<file path="src/rtl/wfg_drive_pat_pkg.sv">
// Shared types and constants for the drive-pattern sequencer.
package wfg_drive_pat_pkg;

   localparam int unsigned WFG_PAT_SUBCYCLE_CNT_W = 8;
   localparam logic [WFG_PAT_SUBCYCLE_CNT_W-1:0] WFG_PAT_SUBCYCLE_CNT_MAX = 8'hFF;

   typedef enum logic [1:0] {
      IDLE      = 2'd0,
      WAIT_SYNC = 2'd1,
      RUN       = 2'd2
   } wfg_drive_pat_seq_state_t;

   // Saturating increment of the subcycle counter.
   function automatic logic [WFG_PAT_SUBCYCLE_CNT_W-1:0] sat_inc(
      input logic [WFG_PAT_SUBCYCLE_CNT_W-1:0] v
   );
      if (v == WFG_PAT_SUBCYCLE_CNT_MAX) return v;
      return v + WFG_PAT_SUBCYCLE_CNT_W'(1);
   endfunction

endpackage

</file>
<file path="src/rtl/wfg_drive_pat_seq_skid.sv">
// One-entry prefetch buffer between the pattern AXI-Stream and the sequencer.
// Only instantiated when WFG_DRIVE_PAT_SKID_EN is defined.
module wfg_drive_pat_skid #(
   parameter int unsigned WIDTH = 32
) (
   input  logic             clk,
   input  logic             rst_n,
   input  logic             i_flush,
   input  logic             i_allow,
   input  logic             i_pop,
   input  logic             i_tvalid,
   input  logic [WIDTH-1:0] i_tdata,
   output logic             o_tready,
   output logic             o_valid,
   output logic [WIDTH-1:0] o_data
);

   logic             r_valid;
   logic [WIDTH-1:0] r_data;
   logic             w_push;

   // Ready depends only on flops, so upstream sees no combinational path.
   assign o_tready = i_allow && !r_valid;
   assign w_push   = i_tvalid && o_tready;

   // Push and pop never coincide: push needs an empty buffer, pop a full one.
   always_ff @(posedge clk or negedge rst_n) begin
      if (!rst_n) begin
         r_valid <= 1'b0;
         r_data  <= '0;
      end else if (i_flush) begin
         r_valid <= 1'b0;
         r_data  <= '0;
      end else if (i_pop && r_valid) begin
         r_valid <= 1'b0;
      end else if (w_push) begin
         r_valid <= 1'b1;
         r_data  <= i_tdata;
      end
   end

   assign o_valid = r_valid;
   assign o_data  = r_data;

endmodule

</file>
<file path="src/rtl/wfg_drive_pat_seq.sv">
// Drive-pattern sequencer: loads one pattern word per sync and counts subcycles.
// Optional prefetch buffer enabled by defining WFG_DRIVE_PAT_SKID_EN.
module wfg_drive_pat_seq
   import wfg_drive_pat_pkg::*;
#(
   parameter int unsigned CHANNELS = 32
) (
   input  logic                              clk,
   input  logic                              rst_n,
   input  logic                              ctrl_en_q_i,
   input  logic                              wfg_pat_sync_i,
   input  logic                              wfg_pat_subcycle_i,
   input  logic [CHANNELS-1:0]               wfg_axis_tdata_i,
   input  logic                              wfg_axis_tvalid_i,
   output logic                              wfg_axis_tready_o,
   output logic [WFG_PAT_SUBCYCLE_CNT_W-1:0] pat_subcycle_cnt_o,
   output logic [CHANNELS-1:0]               axis_data_ff_o,
   output logic                              active_o,
   output logic                              underflow_o,
   input  logic                              clr_underflow_i
);

   wfg_drive_pat_seq_state_t            r_state;
   logic [WFG_PAT_SUBCYCLE_CNT_W-1:0]   r_cnt;
   logic [CHANNELS-1:0]                 r_data;
   logic                                r_active;
   logic                                r_underflow;

   logic                                w_avail;
   logic [CHANNELS-1:0]                 w_word;
   logic                                w_uf_set;

`ifdef WFG_DRIVE_PAT_SKID_EN
   logic                w_buf_valid;
   logic [CHANNELS-1:0] w_buf_data;

   wfg_drive_pat_skid #(
      .WIDTH (CHANNELS)
   ) u_skid (
      .clk      (clk),
      .rst_n    (rst_n),
      .i_flush  (!ctrl_en_q_i),
      .i_allow  (r_state != IDLE),
      .i_pop    (wfg_pat_sync_i && (r_state != IDLE)),
      .i_tvalid (wfg_axis_tvalid_i),
      .i_tdata  (wfg_axis_tdata_i),
      .o_tready (wfg_axis_tready_o),
      .o_valid  (w_buf_valid),
      .o_data   (w_buf_data)
   );

   // A word that arrives in the sync cycle only fills the buffer.
   assign w_avail = w_buf_valid;
   assign w_word  = w_buf_data;
`else
   // Without a buffer the word is taken straight off the bus at sync.
   assign wfg_axis_tready_o = (r_state != IDLE) && wfg_pat_sync_i;
   assign w_avail           = wfg_axis_tvalid_i;
   assign w_word            = wfg_axis_tdata_i;
`endif

   assign w_uf_set = ctrl_en_q_i && (r_state == RUN) && wfg_pat_sync_i && !w_avail;

   // State, data and count update on the same edge so drivers see a coherent pair.
   always_ff @(posedge clk or negedge rst_n) begin
      if (!rst_n) begin
         r_state  <= IDLE;
         r_cnt    <= '0;
         r_data   <= '0;
         r_active <= 1'b0;
      end else if (!ctrl_en_q_i) begin
         r_state  <= IDLE;
         r_cnt    <= '0;
         r_data   <= '0;
         r_active <= 1'b0;
      end else begin
         case (r_state)
            IDLE: begin
               r_state  <= WAIT_SYNC;
               r_cnt    <= '0;
               r_data   <= '0;
               r_active <= 1'b0;
            end
            WAIT_SYNC, RUN: begin
               if (wfg_pat_sync_i) begin
                  r_cnt <= '0;
                  if (w_avail) begin
                     r_data   <= w_word;
                     r_state  <= RUN;
                     r_active <= 1'b1;
                  end
               end else if (wfg_pat_subcycle_i) begin
                  r_cnt <= sat_inc(r_cnt);
               end
            end
            default: begin
               r_state  <= IDLE;
               r_cnt    <= '0;
               r_data   <= '0;
               r_active <= 1'b0;
            end
         endcase
      end
   end

   // Sticky underflow; a new event beats a simultaneous clear.
   always_ff @(posedge clk or negedge rst_n) begin
      if (!rst_n) begin
         r_underflow <= 1'b0;
      end else begin
         r_underflow <= w_uf_set || (r_underflow && !clr_underflow_i);
      end
   end

   assign pat_subcycle_cnt_o = r_cnt;
   assign axis_data_ff_o     = r_data;
   assign active_o           = r_active;
   assign underflow_o        = r_underflow;

endmodule

</file>
<file path="config.mk">
export PLATFORM = sky130hd
export DESIGN_NAME = wfg_drive_pat_seq
export DESIGN_NICKNAME = d
export VERILOG_FILES = /design/src/rtl/wfg_drive_pat_pkg.sv /design/src/rtl/wfg_drive_pat_seq_skid.sv /design/src/rtl/wfg_drive_pat_seq.sv
export SDC_FILE = /design/constraint.sdc
export NUM_CORES = 1
export LEC_CHECK = 0
export ABC_AREA = 1
export CAP_MARGIN = 0
export CORE_MARGIN = 1
export CORE_UTILIZATION = 35
export DETAILED_ROUTE_END_ITERATION = 7
export DONT_BUFFER_PORTS = 1
export GPL_TIMING_DRIVEN = 0
export HOLD_SLACK_MARGIN = 0.05
export PLACE_DENSITY_LB_ADDON = 0.08
export RECOVER_POWER = 25
export SLEW_MARGIN = 20
export SYNTH_ARGS = -nofsm -noshare
export SYNTH_HDL_FRONTEND = slang
export SYNTH_HIERARCHICAL = 1
export SYNTH_SLANG_ARGS = --single-unit
</file>
<file path="constraint.sdc">
create_clock -name clk -period 3.65 [get_ports clk]
set_input_delay 0.5475 -clock clk [delete_from_list [all_inputs] [get_ports clk]]
set_output_delay 0.5475 -clock clk [all_outputs]
set_load 0.03 [all_outputs]
</file>
## Word-level counts from Yosys, hierarchy flattened

Cells that the tools add are included.

- Flip-flop bits (word level): 44
- Logic and storage cells: 48
- Output and inout bits: 43

- $add $sub $neg: 1
- Reduce and logical (&&, ||, !) cells: 13
- Muxes and demuxes: 22
- Equality and inequality tests: 7

Operators with widths:

| operator | number |
|---|---|
| $mux W32 | 4 |
| $mux W8 | 5 |
| $mux W1 | 9 |
| $add A8 B1 Y8 const B | 1 |
| $eq A8 B8 Y1 const B | 1 |
| $mux W2 | 3 |
| $ne A3 B3 Y1 const B | 2 |
| $logic_and A1 B1 Y1 | 5 |
| $ne A5 B5 Y1 const B | 1 |
| $ne A4 B4 Y1 const B | 1 |
| $pmux W2 S2 | 1 |
| $reduce_and A2 Y1 | 2 |
| $eq A2 B1 Y1 const B | 1 |
| $eq A2 B2 Y1 const B | 1 |
| $logic_not A1 Y1 | 2 |
| $logic_not A2 Y1 | 1 |
| $reduce_bool A2 Y1 | 1 |
| $reduce_or A2 Y1 | 1 |
| $logic_or A1 B1 Y1 | 1 |

## Logic depth before layout (Yosys ltp)

Gate-level depths: netlist of the first run.

- Depth after elaboration: 11
- Mapped depth: 8
- Mapped depth without buffers: 8

## Worst setup path after synthesis of the first run

No wires, ideal clock.

- Path kind: register -> output
- Start: register active_o (netlist name)
- End: output port wfg_axis_tready_o
- Stages on the path, launching flop included: 4
- Required time: 3.102 ns
- Arrival time: 1.252 ns
- Path buffers: 0
- Slack: 1.850 ns
- Cell sequence: dfrtp_1 -> inv_1 -> ha_1 -> nor2_1

RTL lines:

| item | line | text |
|---|---|---|
| end: declaration | wfg_drive_pat_seq.sv:15 | `output logic wfg_axis_tready_o,` |

==> results.ini, run 1 <==
[sta]
skew_ps=11.73
timing.fmax_ghz=0.4301
finalCritPeriodShare_pct=63.71
period_needed_ps=2325
relSlewSlack_pct=-57.94
finalSetupTns_ps=0
finalSetupViolations=0
worstMarginPinSlew_ps=2369
rsz0062_at_grt=no
slew_violations=44
hold_violations=0

[grt]
globalRoute.totalOverflow=0
antenna_found_initial=0
grt_use_total_pct=16.86
grt_max_degree=44
grt_pass1_vias=1577
grt_pass1_wl_um=8045

[floorplanning]
start_util_pct=36.95
row_count=27
core_sq_um=5574
io_pins=82
fp.dieArea_sq_um=6195
die_w_um=78.71
die_h_um=78.71

[logic_synthesis]
synth_edf_count=0
ys.flop_type=dfrtp_1
yosys_warnings=6
ys_types=23
syn_area_sq_um=2059
syn_nets=273
ys_seq_elements=43
avgSynthCellArea_sq_um=8.954
synthCells=230
synth-async-reset-ratio_pct=100.0
seq_area_frac_synth_pct=52.25

[finish]
synthToLayoutAreaGrowth_pct=8.080
multi_input_area_sq_um=815.8
layout.nets=281
fillers=603
final_core_util_pct=39.93
layout_commonest_cell=nand3_1
antennaDiodeCount=0
drive_above_1_share_pct=13.92
mostFrequentLayoutCells=nand3_1, nand2_1, dfrtp_1
seq_area_sq_um=1076
final_area_sq_um=2226

[worst_setup_path]
start_kind=input pin
cp-end-kind=async pin
max_stage_delay_ps=1650
critPathBufInv=1
cp_data_arrival_time_ps=2230
path_max_fanout=43
critPathSlowestCell=clkbuf_1
required_ps=3550
crit_family=buffers and inverters
path_cells=clkbuf_1
critPathKind=input pin to async pin

[placed_design]
gp_congestion=0.7576
placed_area_sq_um=2150
hpwlAfterDp_um=3325
port_buffers=0

[clock_network]
clkLatencyLatePin_ps=290
clk_pin_slew_ps=70
root_buffer=clkbuf_8
ctsResizeCount=0
cts_buffers=5
clk_path_buf_depth=2
cts_setup_buffers=0
clock_sinks=43
htree_num_levels=2
cts_tree=built

[routing]
wirelength_um=4863
routed-via-count=1546
detail-route-antenna-nets=0
route.detailed.drc=0
drtIter0Drc=103
vias_per_cell=5.003
drtPass1Iterations=4
routedWlPerCell_um=15.74

[run]
cap_viol_max_count=1

[status]
violations=max-capacitance violations, max-slew violations
status=finished, violations left

[pwr]
powerDensity_nw_per_um2=479.9
p_leak_nw=1.119
peakVddDrop_v=0.0001894

[worst_hold_path]
hp-class=input pin to flip-flop

[synthesized netlist by cell type (3+ instances only)]
library cell  instances  area, sq um
a21oi_1               5        25.02
buf_2                 3        15.01
buf_4                 6        45.04
buf_6                 4        45.04
dfrtp_1              43         1076
ha_1                  4        50.05
inv_1                11        41.29
nand2_1              48        180.2
nand2_2               3        18.77
nand2_4               3        33.78
nand3_1              74        370.4
nand4_1               3        18.77
nor2_1                9        33.78
nor2_4                3        33.78
[report_power, final]
part / switching (mW) / internal [mW] / leakage, nW
Clock: 0.153 / 0.128 / 0.0371
Combinational: 0.106 / 0.0574 / 0.494
Sequential: 0.108 / 0.516 / 0.588
Total: 0.367 / 0.701 / 1.12
[area by class of cell]
cell class / instances / share of cell area (%)
Buffer: 14 / 5.340
Clock buffer: 6 / 3.260
Inverter: 13 / 2.192
Multi-Input combinational cell: 160 / 36.65
Sequential cell: 43 / 48.34
Tap cell: 72 / 4.047
Timing Repair Buffer: 1 / 0.1686
[sequential cells by signal, indices dropped and copies added (netlist names)]
signal,cells
r_state,1
active_o,1
axis_data_ff_o,32
underflow_o,1
pat_subcycle_cnt_o,8
[worst paths after layout]
check,depth (start not counted),start,slack [ps],endpoint
setup / recovery,1,rst_n,1320,axis_data_ff_o[30]$_DFFE_PN0P_
hold / removal,1,clr_underflow_i,360,underflow_o$_DFF_PN0_
setup reg to reg,8,active_o$_DFFE_PN0P_,1910,axis_data_ff_o[29]$_DFFE_PN0P_
hold reg to reg,2,r_state[0]$_DFFE_PN0P_,600,r_state[0]$_DFFE_PN0P_
max in group clk,3,active_o$_DFFE_PN0P_,1490,wfg_axis_tready_o
min in group asynchronous,1,rst_n,960,pat_subcycle_cnt_o[4]$_DFFE_PN0P_
[cell families after synthesis]
logic type                 count (synthesis)  synth area share (%)
adders and majority gates                  4                 2.430
AOI/OAI and AO/OA                         10                 2.673
DFF                                       43                 52.25
and+or+nand+nor                          145                 34.08
buffers and inverters                     27                 8.140
xor gates and xnor gates                   1                0.4254
[per-stage QoR]
step	total power [mW]	setup slack, ps	std cells	hold WS, ps
floorplan	0.7504	1850	230	251.9
global placement	0.7920	1776	302	253.0
detailed placement	0.7922	1794	302	253.1
CTS	1.091	1467	309	93.62
global route	1.129	798.9	309	341.6
finish	1.068	1325	309	355.7
[routing by layer]
metal | GRT usage [%] | routed length, um
met1 | 22.68 | 2245
met2 | 25.74 | 2262
met3 | 5.517 | 329
met4 | 5.000 | 26
met5 | 0 | 0
[timing repair]
item                                   in CTS  in global routing
setup endpoints to repair                   0                  0
hold buffers                                1                  0
endpoints found under the hold margin      43                  0
Power figures use the tool's default switching activity.
==> run 2: changes to the inputs <==
==> constraint.sdc (replaced) <==
create_clock -name clk -period 2 [get_ports clk]
set_input_delay 0.3 -clock clk [delete_from_list [all_inputs] [get_ports clk]]
set_output_delay 0.3 -clock clk [all_outputs]
set_load 0.03 [all_outputs]
==> run 2 against run 1 <==
- the run now ends clean
- flip-flop and latch count unchanged
- sequential share of layout area is 0.24 points lower
- die area unchanged
- critical path depth increased by 2
- register-to-register slack got worse by 1700 ps
- combinational power up 84%
- cell area up 0.51%
- via count is essentially flat
- hold slack got worse by 250 ps
- wire length down 0.12%
- global-route usage unchanged
- utilization rose by 0.20 points
- critical endpoint is now wfg_axis_tready_o
==> results.ini, run 2 (same netlist as run 1, synthesis figures left out) <==
[status]
status=finished clean

[routing]
drtPass1Iterations=4
detail-route-antenna-nets=0
drtIter0Drc=93
routed-via-count=1545
routedWlPerCell_um=15.67
route.detailed.drc=0
vias_per_cell=4.984
wirelength_um=4857

[pwr]
p_leak_nw=1.126
clkPwrFrac_pct=26.3
pwr-share-seq_pct=58.4
power_switching_share_pct=34.33
p_switching_mw=0.6698
powerDensity_nw_per_um2=872.0
intPower_mw=1.281
peakVddDrop_v=0.0003457
p_comb_share_pct=15.4

[finish]
drive_above_1_share_pct=14.29
layout_commonest_cell=nand3_1
layout.nets=282
synthToLayoutAreaGrowth_pct=8.627
antennaDiodeCount=0
fillers=601
final_area_sq_um=2237
largest_reg_flops=32
final_core_util_pct=40.13
mostFrequentLayoutCells=nand3_1, nand2_1, dfrtp_1

[grt]
globalRoute.totalOverflow=0
grt_max_degree=44
grt_pass1_vias=1583
grt_use_total_pct=16.86
antenna_found_initial=0
grt_pass1_wl_um=8045

[worst_setup_path]
regToRegEndpoint=axis_data_ff_o[29]$_DFFE_PN0P_
cp.depth=3
critPathBufInv=1
path_max_fanout=3
r2r_cells=8
worstReg2RegStart=active_o$_DFFE_PN0P_
cp-end-kind=output pin
critPathSlowestCell=dfrtp_1
endpoint=wfg_axis_tready_o
max_stage_delay_ps=540
required_ps=1700
cp_data_arrival_time_ps=1610
crit_family=flip-flops
path_cells=inv_1 > ha_1 > nor2_1
critPathKind=flip-flop to output pin
r2r_slack_ps=260
crit_start=active_o$_DFFE_PN0P_
start_kind=flip-flop

[clock_network]
cts_buffers=5
clk_path_buf_depth=2
htree_num_levels=2
clk_pin_slew_ps=70
clkLatencyLatePin_ps=290
clock_sinks=43
ctsResizeCount=0
root_buffer=clkbuf_8
cts_tree=built

[run]
cap_viol_max_count=0

[floorplanning]
fp.dieArea_sq_um=6195
die_w_um=78.71
start_util_pct=36.95
core_sq_um=5574
die_h_um=78.71
io_pins=82
row_count=27

[sta]
hold_violations=0
skew_ps=11.36
worstMarginPinSlew_ps=1084
finalSetupTns_ps=0
finalCritPeriodShare_pct=95.61
rsz0062_at_grt=no
slew_violations=0
finalSetupViolations=0
timing.fmax_ghz=0.5229
relSlewSlack_pct=27.75
period_needed_ps=1912

[worst_hold_path]
hp-class=input pin to flip-flop

[placed_design]
hpwlAfterDp_um=3325
port_buffers=0
gp_congestion=0.7576
placed_area_sq_um=2150

[run 2: cell types whose count changed in the layout (fill, tap and decap cells not counted), sizes merged]
cell	delta
dlygate4sd3	+1
[run 2: metrics by stage]
step / power, mW / setup slack, ps / instances / hold WS [ps]
floorplan: 1.369 / 380.7 / 230 / 4.409
global placement: 1.445 / 244.7 / 302 / 5.537
detailed placement: 1.446 / 246.1 / 302 / 5.647
CTS: 1.993 / 64.59 / 310 / 92.40
global route: 2.062 / 21.68 / 310 / 94.07
finish: 1.951 / 87.71 / 310 / 107.6
[run 2: layout make-up]
class | count | area (sq um) | share of cell area [%]
timing repair buffer | 2 | 15.01 | 0.6711
buffer | 14 | 118.9 | 5.313
sequential | 43 | 1076 | 48.10
clock buffer | 6 | 72.57 | 3.244
inverter | 13 | 48.80 | 2.181
multi-input combinational | 160 | 815.8 | 36.47
tap | 72 | 90.09 | 4.027
[run 2: worst min-delay path by stage]
stage / startpoint / to / slack (ps) / depth (start not counted)
after floorplan: rst_n / active_o$_DFFE_PN0P_ / 4 / 0
after detailed placement: rst_n / pat_subcycle_cnt_o[6]$_DFFE_PN0P_ / 6 / 0
after global placement: rst_n / pat_subcycle_cnt_o[4]$_DFFE_PN0P_ / 6 / 0
after global routing: clr_underflow_i / underflow_o$_DFF_PN0_ / 90 / 1
final: clr_underflow_i / underflow_o$_DFF_PN0_ / 110 / 1
after CTS: clr_underflow_i / underflow_o$_DFF_PN0_ / 90 / 1
[run 2: per-layer routing]
layer  wire length [um]  part of all wire, %  track usage [%]  up-vias
met5                  0                    0                0        -
met4                 26                 0.54            5.000        0
met3                349                  7.2            5.517        2
met2               2273                   47            25.74       51
met1               2208                   45            22.68      717
li1                   -                    -                -      775
[run 2: power groups by stage]
stage	logic (mW)	clock network, mW	registers [mW]
final	0.300	0.513	1.14
after global placement	0.287	0	1.16
after floorplan	0.229	0	1.14
after CTS	0.315	0.537	1.14
after detailed placement	0.287	0	1.16
after global routing	0.345	0.568	1.15
[run 2: repair_timing]
action                                 CTS  global route
buffers inserted                         0             0
endpoints found under the hold margin   43             0
hold buffers                             2             0
